$ cat src/rtl/datapath_issue.sv
// Instruction issue sequencer for datapath: expands each 24-bit word into vec+1 beats,
// inserts a bubble on read-after-write hazards, and suppresses zero-register writes.
module datapath_issue #(
  parameter logic [3:0] ZERO_REG = 4'd0
) (
  input  logic        clk,
  input  logic        rst_n,
  input  logic        in_valid,
  output logic        in_ready,
  input  logic [23:0] in_instr,
  input  logic        hold,
  output logic [2:0]  op,
  output logic        form,
  output logic [1:0]  vec,
  output logic [3:0]  A,
  output logic [3:0]  B,
  output logic [3:0]  C,
  output logic [3:0]  D,
  output logic [3:0]  zero_reg,
  output logic [1:0]  write,
  output logic        issue_valid,
  output logic        busy
);

  typedef enum logic [0:0] {StIdle, StIssue} state_e;

  state_e      state_q;
  logic [23:0] instr_q;
  logic [1:0]  k_q;

  logic        last_beat;
  logic        accept;
  logic        load;
  logic        go_idle;
  logic [23:0] src_word;
  logic [1:0]  src_k;
  logic [3:0]  a_n, b_n, c_n, d_n;
  logic [1:0]  w_eff;
  logic        hazard;

  assign zero_reg  = ZERO_REG;
  assign busy      = (state_q == StIssue);
  // The displayed beat is the last one and is a real issue (not a bubble).
  assign last_beat = issue_valid && (k_q == instr_q[19:18]);
  assign in_ready  = !hold && ((state_q == StIdle) || ((state_q == StIssue) && last_beat));
  assign accept    = in_ready && in_valid;

  always_comb begin
    src_word = instr_q;
    src_k    = k_q;
    load     = 1'b0;
    go_idle  = 1'b0;
    if (accept) begin
      src_word = in_instr;
      src_k    = 2'd0;
      load     = 1'b1;
    end else if (state_q == StIssue) begin
      if (!issue_valid) begin
        // Bubble shown: re-present the same beat, now as a real issue.
        load = 1'b1;
      end else if (!last_beat) begin
        src_k = k_q + 2'd1;
        load  = 1'b1;
      end else begin
        go_idle = 1'b1;
      end
    end
  end

  always_comb begin
    a_n   = src_word[17:14] + {2'b00, src_k};
    b_n   = src_word[13:10] + {2'b00, src_k};
    c_n   = src_word[9:6]   + {2'b00, src_k};
    d_n   = src_word[5:2]   + {2'b00, src_k};
    w_eff = {src_word[1] && (d_n != ZERO_REG), src_word[0] && (c_n != ZERO_REG)};
    // History is the currently displayed cycle; a bubble carries write=00, valid=0.
    hazard = issue_valid &&
             ((write[0] && ((C == a_n) || (C == b_n))) ||
              (write[1] && ((D == a_n) || (D == b_n))));
  end

  always_ff @(posedge clk or negedge rst_n) begin
    if (!rst_n) begin
      state_q     <= StIdle;
      instr_q     <= '0;
      k_q         <= '0;
      op          <= '0;
      form        <= 1'b0;
      vec         <= '0;
      A           <= '0;
      B           <= '0;
      C           <= '0;
      D           <= '0;
      write       <= '0;
      issue_valid <= 1'b0;
    end else if (!hold) begin
      if (load) begin
        state_q     <= StIssue;
        instr_q     <= src_word;
        k_q         <= src_k;
        op          <= src_word[23:21];
        form        <= src_word[20];
        vec         <= src_k;
        A           <= a_n;
        B           <= b_n;
        C           <= c_n;
        D           <= d_n;
        write       <= hazard ? 2'b00 : w_eff;
        issue_valid <= !hazard;
      end else if (go_idle) begin
        state_q     <= StIdle;
        write       <= 2'b00;
        issue_valid <= 1'b0;
      end
    end
  end

endmodule
$ cat config.mk
export PLATFORM = sky130hd
export DESIGN_NAME = datapath_issue
export DESIGN_NICKNAME = d
export VERILOG_FILES = /design/src/rtl/datapath_issue.sv
export SDC_FILE = /design/constraint.sdc
export NUM_CORES = 1
export LEC_CHECK = 0
export ABC_CLOCK_PERIOD_IN_PS = 7270
export CORE_UTILIZATION = 40
export CTS_CLUSTER_DIAMETER = 40
export DETAILED_ROUTE_END_ITERATION = 8
export GPL_ROUTABILITY_DRIVEN = 0
export GPL_TIMING_DRIVEN = 0
export PLACE_DENSITY = 0.66
export SYNTH_ARGS = -nofsm -noshare
export SYNTH_HDL_FRONTEND = slang
export SYNTH_SLANG_ARGS = --single-unit
export TNS_END_PERCENT = 1
$ cat constraint.sdc
create_clock -name clk -period 7.27 [get_ports clk]
set_clock_uncertainty 0.1 [all_clocks]
set_input_delay 1.454 -clock clk [delete_from_list [all_inputs] [get_ports clk]]
set_output_delay 1.454 -clock clk [all_outputs]
set_load 0.05 [all_outputs]
==> summary.md, run 1 <==
| Metric | Value |
|---|---|
| Clock slew at reported path FFs | `0.08 ns` |
| Fin crit period | `5.63 ns` |
| DRC viols | `0` |
| Setup bufs post-CTS | `0` |
| DR pass1 iterations | `4` |
| Cell mode on critical path | `nand2_1` |
| CTS resizes | `0` |
| Post-synthesis cell area | `0.00267 mm²` |
| Main synth FF type | `dfrtp_1` |
| Yosys reg bits | `46` |
| Die area | `0.00701 mm²` |
| Peak Freq | `0.178 GHz` |
| Synth Warn # | `0` |
| Setup TNS | `0 ns` |
| MaxCap Viol Count | `0` |
| DR vias/cell | `4.93` |
| Rel. slew slack | `53.1%` |
| RSZ-0062 raised after global routing | `false` |
| IO Pins | `59` |
| Yosys top cell area share | `43.1%` |
| Startpoint types | `input port` |
| Area Overhead vs Synth | `29.0%` |
| Crit Path Category | `input port to register` |
| DR WL/cell | `14.8 µm` |
| Die height | `83.7 µm` |
| Iter 0 DRT Violations | `46` |
| Die W | `83.7 µm` |
| EDFF count, synth | `0` |
| Root Driver | `clkbuf_8` |
| Metal2 WL | `2720 µm` |
| Final setup viols | `0` |
| Final Hold Fails | `0` |
| Area contributors post-synth | `dfrtp_1, mux2_2, xnor2_1, ha_1, xnor3_1` |
| Number of global-route vias before repair | `1912` |
| Deepest clock path buffer count | `2` |
| Top Layer Used | `met4` |
| Mean post-synth cell area | `11.5 µm²` |
| Count of cell types in the netlist | `37` |
| Biggest area consumer among synthesized cells | `dfrtp_1` |
| Crit-path max FO | `10` |
| Fill cell count | `589` |
| Max incr delay on CP | `0.61 ns` |
| Diode count | `0` |
| Final Slew Violations | `0` |
| Total gr overflow | `0` |
| Synth async-reset ratio | `100%` |
| Detailed Route WL | `5570 µm` |
| Nets | `337` |
| Critical path arrival | `5.71 ns` |
| Post-DP HPWL | `4400 µm` |
| # rows | `29` |
| DRT antenna net count | `0` |
| Via Count | `1848` |
| Total CTS buffers | `5` |
| Status | `complete, no violations` |
| Largest net degree at the start of global routing | `27` |
| Worst path required time | `7.35 ns` |
| First-pass GRT wire length | `9430 µm` |
| CP max stage cell | `a31oi_2` |
| Initial antenna violation count | `0` |
| Critical-path cell list | `clkdlybuf4s50_1 -> and3b_1 -> a31oi_2 -> clkbuf_1 -> nand2_1 -> inv_1 -> ha_1 -> a21o_1 -> nand2_1 -> mux2i_2 -> xnor3_1 -> or3_1 -> a41oi_2 -> o31ai_1` |
| Worst Setup Slack post-DPL | `1.22 ns` |
| HP Class | `register to register` |
| H-tree depth | `2` |
| Hold Slack | `0.382 ns` |
| Core area | `0.00639 mm²` |
| Least-Margin Pin Slew | `0.701 ns` |
| Met3 wire length | `209 µm` |
| Sequential share of the synthesized area | `43.1%` |
| DRT met1 WL | `2570 µm` |
| Worst-skew pair later-pin latency | `0.31 ns` |
| Share of layout cells above drive strength 1 | `18.8%` |
| CTS tree | `built` |
| Crit end category | `register` |
| # clock sinks | `46` |
| GRT Overall Usage | `17.5%` |
| Initial cell density of the core | `41.8%` |
| PnR worst setup slack | `1.64 ns` |
| Fin crit share | `77.4%` |
| Hold buffers post-CTS | `0` |
| Port Buffers | `54` |
| Post-synthesis instance total | `232` |
==> flip-flops by register name, indices dropped and copies added, names as in the netlist <==
signal	count
B	4
write	2
C	4
D	4
busy	1
op	3
A	4
k_q	2
issue_valid	1
instr_q	21
==> cells in the final DEF, fill, tap and decap left out, types with 2 or more instances in the layout <==
master,count
dfrtp_1,46
mux2_2,29
inv_1,16
ha_1,8
o21ai_0,15
nand2_1,23
nand3_1,4
clkdlybuf4s50_1,53
conb_1,4
mux2i_1,6
o31ai_1,2
nor2_1,5
a21oi_1,3
or3_1,3
a21o_1,2
xnor2_1,19
clkbuf_8,8
o22ai_1,2
buf_4,7
xor2_1,9
mux2i_2,3
xnor3_1,4
a41o_1,2
clkbuf_1,5
fa_1,4
==> layer usage <==
layer | vias to the layer above | track usage [%]
met5 | - | 0
met1 | 895 | 23.1
met4 | 0 | 4.62
met2 | 40 | 29.2
li1 | 907 | -
met3 | 6 | 3.66
==> through the flow <==
| step | util [%] | cell area [µm²] | std cells |
|---|---|---|---|
| finish | 53.9 | 3440 | 375 |
| global route | 53.9 | 3440 | 375 |
| CTS | 53.9 | 3440 | 375 |
| detailed placement | 52.2 | 3330 | 367 |
| global placement | 52.0 | 3320 | 366 |
| floorplan | - | 2680 | 235 |
==> Yosys cell counts, types with 4 or more instances <==
cell,count
mux2i_1,6
xor2_1,9
xnor3_1,4
ha_1,8
dfrtp_1,46
clkbuf_1,5
nand3_1,4
o21ai_0,15
inv_1,16
fa_1,4
buf_4,7
mux2_2,29
xnor2_1,19
nor2_1,5
nand2_1,23
==> layout make-up <==
type / count / area, µm² / share of cell area (%)
repair buffers: 55 / 556 / 16.1
well taps: 77 / 96.3 / 2.80
plain buffers: 13 / 82.6 / 2.40
clock buffers: 8 / 110 / 3.20
flip-flops and latches: 46 / 1150 / 33.4
inverters: 16 / 60.1 / 1.74
multi-input cells: 160 / 1390 / 40.3
==> worst max-delay path, delay by kind of cell <==
kind            cells  cell delay, ns
compound gates      4            1.07
xor+xnor            1            0.38
fa+ha+maj           1            0.21
buf+inv             3            1.36
mux                 1            0.30
simple gates        4            0.92
==> cell families after synthesis <==
kind of cell	Yosys count	synth area share, %
and+or+nand+nor	41	7.12
DFF	46	43.1
muxes	39	16.9
xor gates and xnor gates	32	12.6
buffers and inverters	29	5.34
adders and majority gates	12	6.75
other	1	0.140
AOI/OAI and AO/OA	32	8.11
==> path summary, 6_finish.rpt <==
path,from,to,slack [ns],cells after the start
setup / recovery,hold,write[1]$_DFFE_PN0P_,1.64,14
hold / removal,B[3]$_DFFE_PN0P_,B[3]$_DFFE_PN0P_,0.38,2
setup reg to reg,issue_valid$_DFFE_PN0P_,write[1]$_DFFE_PN0P_,2.87,13
hold reg to reg,B[3]$_DFFE_PN0P_,B[3]$_DFFE_PN0P_,0.38,2
max in group asynchronous,rst_n,instr_q[5]$_DFFE_PN0P_,5.55,2
min in group asynchronous,rst_n,A[1]$_DFFE_PN0P_,1.01,1
Power of run 1 is not shown: default switching activity piles up to over one toggle a cycle in this logic, so the estimate is an artifact.
==> run 2, diff against run 1 <==
--- a/config.mk
+++ b/config.mk
@@ -5,7 +5,7 @@
 export SDC_FILE = /design/constraint.sdc
 export NUM_CORES = 1
 export LEC_CHECK = 0
-export ABC_CLOCK_PERIOD_IN_PS = 7270
+export ABC_CLOCK_PERIOD_IN_PS = 5600
 export CORE_UTILIZATION = 40
 export CTS_CLUSTER_DIAMETER = 40
 export DETAILED_ROUTE_END_ITERATION = 8
==> constraint.sdc (replaced) <==
create_clock -name clk -period 5.6 [get_ports clk]
set_clock_uncertainty 0.1 [all_clocks]
set_input_delay 1.12 -clock clk [delete_from_list [all_inputs] [get_ports clk]]
set_output_delay 1.12 -clock clk [all_outputs]
set_load 0.05 [all_outputs]
==> run 2 against run 1 <==
Final area rose by 0.25%. Global-route usage unchanged. Worst setup slack got worse by 1.2 ns. Routed wire length hardly changed. Worst hold slack is essentially flat. Critical path depth is the same. First-iteration DRC count is 20% higher. Via count increased by 0.22%. Register-to-register slack got worse by 1.5 ns. Non-clock buffer count unchanged. Sequential share of layout area down 0.085 points. Core utilization rose by 0.14 points.
==> summary.md, run 2 (synthesized netlist as in run 1, its figures left out) <==
| Metric | Value |
|---|---|
| Worst R2R Path Depth | `13 (unchanged)` |
| # clock sinks | `46 (unchanged)` |
| MaxCap Viol Count | `0 (unchanged)` |
| Critical path arrival | `5.21 ns (was 5.71 ns)` |
| Most frequent cells in the layout | `clkdlybuf4s50_1, dfrtp_1, mux2_2 (unchanged)` |
| Final setup viols | `0 (unchanged)` |
| Detailed Route WL | `5570 µm (about the same)` |
| Die area | `0.00701 mm² (unchanged)` |
| Largest net degree at the start of global routing | `27 (unchanged)` |
| Nets | `337 (unchanged)` |
| Peak Freq | `0.195 GHz` |
| DR pass1 iterations | `4 (unchanged)` |
| Core area | `0.00639 mm² (unchanged)` |
| Port Buffers | `54 (unchanged)` |
| Crit Path Category | `input port to register (unchanged)` |
| IO Pins | `59 (unchanged)` |
| Reg2reg setup slack | `1.36 ns (was 2.87 ns)` |
| Crit end category | `register (unchanged)` |
| HP Class | `register to register (unchanged)` |
| Rel. slew slack | `64.6% (was 53.1%)` |
| Status | `complete, no violations (unchanged)` |
| Number of global-route vias before repair | `1912 (unchanged)` |
| Final Hold Fails | `0 (unchanged)` |
| Worst-skew pair later-pin latency | `0.31 ns (about the same)` |
| WP depth | `14 (unchanged)` |
| Worst path required time | `5.68 ns (was 7.35 ns)` |
| Share of layout cells above drive strength 1 | `18.8% (unchanged)` |
| First-pass GRT wire length | `9430 µm (unchanged)` |
| Fin crit share | `91.6%` |
| DR vias/cell | `4.94 (was 4.93)` |
| H-tree depth | `2 (unchanged)` |
| DRC viols | `0 (unchanged)` |
| DR WL/cell | `14.9 µm (was 14.8 µm)` |
| Fin crit period | `5.13 ns` |
| CP top delay family | `buffers and inverters (unchanged)` |
| DRT antenna net count | `0 (unchanged)` |
| Startpoint types | `input port (unchanged)` |
| Clock slew at reported path FFs | `0.08 ns (about the same)` |
| CTS tree | `built (unchanged)` |
| Critical Path Source | `in_valid (was hold)` |
| Most common cell after layout, fill and taps aside | `clkdlybuf4s50_1 (unchanged)` |
| Via Count | `1852 (was 1848)` |
| Total CTS buffers | `5 (unchanged)` |
| # rows | `29 (unchanged)` |
| Final Slew Violations | `0 (unchanged)` |
| Util after Layout | `54.1% (was 53.9%)` |
| Initial antenna violation count | `0 (unchanged)` |
| Fill cell count | `588 (was 589)` |
| RSZ-0062 raised after global routing | `false (unchanged)` |
| CP max stage cell | `clkdlybuf4s50_1 (was a31oi_2)` |
| Least-Margin Pin Slew | `0.532 ns (was 0.701 ns)` |
| Post-DP HPWL | `4400 µm (unchanged)` |
| Deepest clock path buffer count | `2 (unchanged)` |
| Max FFs per register | `21 (unchanged)` |
| Most flop-heavy register | `instr_q (unchanged)` |
| Root Driver | `clkbuf_8 (unchanged)` |
| CP bufs+invs | `3 (unchanged)` |
| Initial cell density of the core | `41.8% (unchanged)` |
| Worst R2R Start | `busy$_DFFE_PN0P_ (was issue_valid$_DFFE_PN0P_)` |
| Worst setup path endpoint | `write[1]$_DFFE_PN0P_ (unchanged)` |
| Die height | `83.7 µm (unchanged)` |
| Crit-path max FO | `10 (unchanged)` |
| Max incr delay on CP | `0.54 ns (was 0.61 ns)` |
| Diode count | `0 (unchanged)` |
| GRT Overall Usage | `17.5% (unchanged)` |
| Area Overhead vs Synth | `29.3% (was 29.0%)` |
| Total gr overflow | `0 (unchanged)` |
| R2R Path End | `write[1]$_DFFE_PN0P_ (unchanged)` |
| Iter 0 DRT Violations | `55 (was 46)` |
| Die W | `83.7 µm (unchanged)` |
| Setup bufs post-CTS | `0 (unchanged)` |
| Critical-path cell list | `clkdlybuf4s50_1 -> nor3b_1 -> a31o_2 -> buf_6 -> clkbuf_1 -> mux2_2 -> ha_1 -> a21o_1 -> nand2_1 -> mux2i_2 -> xnor3_1 -> or3_1 -> a41oi_2 -> o31ai_1 (was clkdlybuf4s50_1 -> and3b_1 -> a31oi_2 -> clkbuf_1 -> nand2_1 -> inv_1 -> ha_1 -> a21o_1 -> nand2_1 -> mux2i_2 -> xnor3_1 -> or3_1 -> a41oi_2 -> o31ai_1)` |
run 2: cell counts in the layout (fill, tap and decap cells not counted):
No cell type changed its count.
run 2: area by class of cell:
cell class	instances	area, µm²	area share (%)
multi-input combinational	160	1400	40.4
sequential	46	1150	33.3
timing repair buffer	55	556	16.1
clock buffer	8	110	3.19
tap	77	96.3	2.79
buffer	13	82.6	2.39
inverter	16	60.1	1.74
run 2: how the worst min path moves through the flow:
| stage | from | end | slack (ns) | cells after the start |
|---|---|---|---|---|
| floorplan | instr_q[5]$_DFFE_PN0P_ | instr_q[5]$_DFFE_PN0P_ | 0.36 | 2 |
| global placement | A[3]$_DFFE_PN0P_ | A[3]$_DFFE_PN0P_ | 0.36 | 2 |
| detailed placement | B[3]$_DFFE_PN0P_ | B[3]$_DFFE_PN0P_ | 0.38 | 2 |
| CTS | B[3]$_DFFE_PN0P_ | B[3]$_DFFE_PN0P_ | 0.39 | 2 |
| global route | B[3]$_DFFE_PN0P_ | B[3]$_DFFE_PN0P_ | 0.42 | 2 |
| finish | B[3]$_DFFE_PN0P_ | B[3]$_DFFE_PN0P_ | 0.38 | 2 |
run 2: per-stage QoR:
step	cell area [µm²]	setup WS [ns]	std cells	setup TNS (ns)	hold WS, ns
6_report	3450	0.473	375	0	0.382
3_3_place_gp	3320	-0.0826	366	-0.149	0.365
3_5_place_dp	3330	-0.111	367	-0.209	0.375
2_1_floorplan	2680	1.22	235	0	0.364
5_1_grt	3450	0.141	375	0	0.424
4_1_cts	3440	0.227	375	0	0.395
run 2: worst reg2reg max path: stages, from the launching register on:
cell	delay (ns)
dfrtp_1	0.45
nor3b_1	0.42
a31o_2	0.22
buf_6	0.18
clkbuf_1	0.44
mux2_2	0.44
ha_1	0.28
a21o_1	0.12
nand2_1	0.07
mux2i_2	0.30
xnor3_1	0.38
or3_1	0.35
a41oi_2	0.25
o31ai_1	0.10
run 2: timing repair:
action / CTS / global route
setup endpoints to repair: 0 / 2
resized for setup: 0 / 1
hold buffers: 0 / 0
run 2: metal layers:
metal / vias to the layer above / GRT usage, % / wire (µm)
met5: - / 0 / 0
met4: 0 / 4.62 / 67
met3: 6 / 3.66 / 224
met2: 40 / 29.2 / 2730
met1: 897 / 23.1 / 2550
li1: 909 / - / -
Power of run 2 is left out for the same reason.
==> run 3, diff against run 2 <==
--- a/config.mk
+++ b/config.mk
@@ -6,6 +6,7 @@
 export NUM_CORES = 1
 export LEC_CHECK = 0
 export ABC_CLOCK_PERIOD_IN_PS = 5600
+export CORE_MARGIN = 2
 export CORE_UTILIZATION = 40
 export CTS_CLUSTER_DIAMETER = 40
 export DETAILED_ROUTE_END_ITERATION = 8
==> run 3 against run 2 <==
Worst hold slack about the same. Flip-flop and latch count unchanged. Final area decreased by 0.98%. Worst setup slack got worse by 0.054 ns. Via count increased by 2.3%. Routed wire length increased by 1.9%. Die area increased by 4.8%. Critical path depth unchanged. Highest routed layer unchanged.
==> summary.md, run 3 (synthesized netlist as in run 1, its figures left out) <==
| Metric | Value |
|---|---|
| PnR worst setup slack | `0.419 ns (was 0.473 ns)` |
| Via Count | `1894 (was 1852)` |
| Most frequent cells in the layout | `clkdlybuf4s50_1, dfrtp_1, mux2_2 (unchanged)` |
| DR vias/cell | `5.06 (was 4.94)` |
| Worst Setup Slack post-DPL | `-0.164 ns (was -0.111 ns)` |
| Hold buffers post-CTS | `0 (unchanged)` |
| Setup bufs post-CTS | `0 (unchanged)` |
| Port Buffers | `54 (unchanged)` |
| Total CTS buffers | `5 (unchanged)` |
| CP bufs+invs | `3 (unchanged)` |
| Most common cell after layout, fill and taps aside | `clkdlybuf4s50_1 (unchanged)` |
| GRT Overall Usage | `16.3% (was 17.5%)` |
| Core area | `0.00639 mm² (unchanged)` |
| Least-Margin Pin Slew | `0.576 ns (was 0.532 ns)` |
| Crit-path max FO | `10 (unchanged)` |
| Diode count | `0 (unchanged)` |
| # rows | `29 (unchanged)` |
| DR pass1 iterations | `4 (unchanged)` |
| Startpoint types | `input port (unchanged)` |
| Iter 0 DRT Violations | `45 (was 55)` |
| Largest net degree at the start of global routing | `34 (was 27)` |
| MaxCap Viol Count | `0 (unchanged)` |
| Total gr overflow | `0 (unchanged)` |
| Initial antenna violation count | `0 (unchanged)` |
| CTS tree | `built (unchanged)` |
| Critical path arrival | `5.25 ns (was 5.21 ns)` |
| Worst-skew pair later-pin latency | `0.30 ns (was 0.31 ns)` |
| Status | `complete, no violations (unchanged)` |
| Rel. slew slack | `61.6% (was 64.6%)` |
| Area Overhead vs Synth | `28.0% (was 29.3%)` |
| Max incr delay on CP | `0.52 ns (was 0.54 ns)` |
| IO Pins | `59 (unchanged)` |
| Critical-path cell list | `clkdlybuf4s50_1 -> nor3b_1 -> a31o_2 -> buf_6 -> clkbuf_1 -> mux2_2 -> ha_1 -> a21o_1 -> nand2_1 -> mux2i_2 -> xnor3_1 -> or3_1 -> a41oi_2 -> o31ai_1 (unchanged)` |
| Final Slew Violations | `0 (unchanged)` |
| CP top delay family | `buffers and inverters (unchanged)` |
| Post-Layout Inst Area | `0.00342 mm² (was 0.00345 mm²)` |
| Fill cell count | `596 (was 588)` |
| Post-DP HPWL | `4460 µm (was 4400 µm)` |
| Number of global-route vias before repair | `1883 (was 1912)` |
| Placed Instance Area | `0.00333 mm² (unchanged)` |
| Fin crit share | `92.5% (was 91.6%)` |
| Share of layout cells above drive strength 1 | `17.8% (was 18.8%)` |
| Util after Layout | `53.5% (was 54.1%)` |
| CP max stage cell | `clkdlybuf4s50_1 (unchanged)` |
| HP Class | `register to register (unchanged)` |
| Most flop-heavy register | `instr_q (unchanged)` |
| Die height | `85.7 µm (was 83.7 µm)` |
| Die area | `0.00734 mm² (was 0.00701 mm²)` |
| Worst path required time | `5.67 ns (was 5.68 ns)` |
| Detailed Route WL | `5680 µm (was 5570 µm)` |
| Crit Path Category | `input port to register (unchanged)` |
| RSZ-0062 raised after global routing | `false (unchanged)` |
| Nets | `337 (unchanged)` |
| Fin crit period | `5.18 ns (was 5.13 ns)` |
| Max FFs per register | `21 (unchanged)` |
| DRT antenna net count | `0 (unchanged)` |
| Final setup viols | `0 (unchanged)` |
| Peak Freq | `0.193 GHz (was 0.195 GHz)` |
| Setup TNS | `0 ns (unchanged)` |
| H-tree depth | `2 (unchanged)` |
| Die W | `85.7 µm (was 83.7 µm)` |
| Initial cell density of the core | `41.8% (unchanged)` |
| DRC viols | `0 (unchanged)` |
| Deepest clock path buffer count | `2 (unchanged)` |
| Final Hold Fails | `0 (unchanged)` |
| # clock sinks | `46 (unchanged)` |
| DR WL/cell | `15.2 µm (was 14.9 µm)` |
| Root Driver | `clkbuf_8 (unchanged)` |
| Clock slew at reported path FFs | `0.08 ns (about the same)` |
| Crit end category | `register (unchanged)` |
| First-pass GRT wire length | `9260 µm (was 9430 µm)` |
==> run 3: cell types whose count changed in the layout (fill, tap and decap cells not counted), sizes merged <==
cell    before  now
clkbuf      13   12
==> run 3: worst register-to-register path, stage by stage, from the launching register on <==
cell      delay, ns
dfrtp_1        0.45
nor3b_1        0.44
a31o_2         0.23
buf_6          0.19
clkbuf_1       0.47
mux2_2         0.43
ha_1           0.28
a21o_1         0.12
nand2_1        0.06
mux2i_2        0.31
xnor3_1        0.39
or3_1          0.35
a41oi_2        0.24
o31ai_1        0.11
==> run 3: timing repair <==
item,4_1_cts,5_1_grt
gates resized for setup,0,1
hold endpoints to repair,0,0
setup endpoints to repair,0,2
==> run 3: area by class of cell <==
| cell class | instances | area (µm²) | area share (%) |
|---|---|---|---|
| Multi-Input combinational cell | 160 | 1400 | 40.8 |
| Timing Repair Buffer | 55 | 556 | 16.3 |
| Inverter | 16 | 60.1 | 1.76 |
| Buffer | 13 | 82.6 | 2.42 |
| Tap cell | 77 | 96.3 | 2.82 |
| Clock buffer | 7 | 76.3 | 2.23 |
| Sequential cell | 46 | 1150 | 33.7 |
==> run 3: path summary, 6_finish.rpt <==
| check | cells past startpoint | endpoint | start | slack [ns] |
|---|---|---|---|---|
| worst max-delay path | 14 | write[1]$_DFFE_PN0P_ | in_valid | 0.42 |
| min in group asynchronous | 1 | instr_q[1]$_DFFE_PN0P_ | rst_n | 0.61 |
| worst max register to register | 13 | write[1]$_DFFE_PN0P_ | busy$_DFFE_PN0P_ | 1.29 |
| worst min register to register | 2 | A[3]$_DFFE_PN0P_ | A[3]$_DFFE_PN0P_ | 0.38 |
| max in group asynchronous | 2 | D[3]$_DFFE_PN0P_ | rst_n | 4.30 |
| worst min-delay path | 2 | A[3]$_DFFE_PN0P_ | A[3]$_DFFE_PN0P_ | 0.38 |
==> run 3: routing by layer <==
metal  vias to the layer above  global-route usage, %  routed length (µm)
met1                       930                   21.6                2530
met3                        10                   3.85                 243
met2                        44                   27.1                2820
met5                         -                      0                   0
met4                         0                   4.33                  83
li1                        910                      -                   -
==> run 3: per-stage QoR <==
step / std cells / hold slack (ns)
4_1_cts: 374 / 0.393
3_5_place_dp: 367 / 0.374
5_1_grt: 374 / 0.417
6_report: 374 / 0.382
2_1_floorplan: 235 / 0.364
3_3_place_gp: 366 / 0.364
Power of run 3 is left out for the same reason.
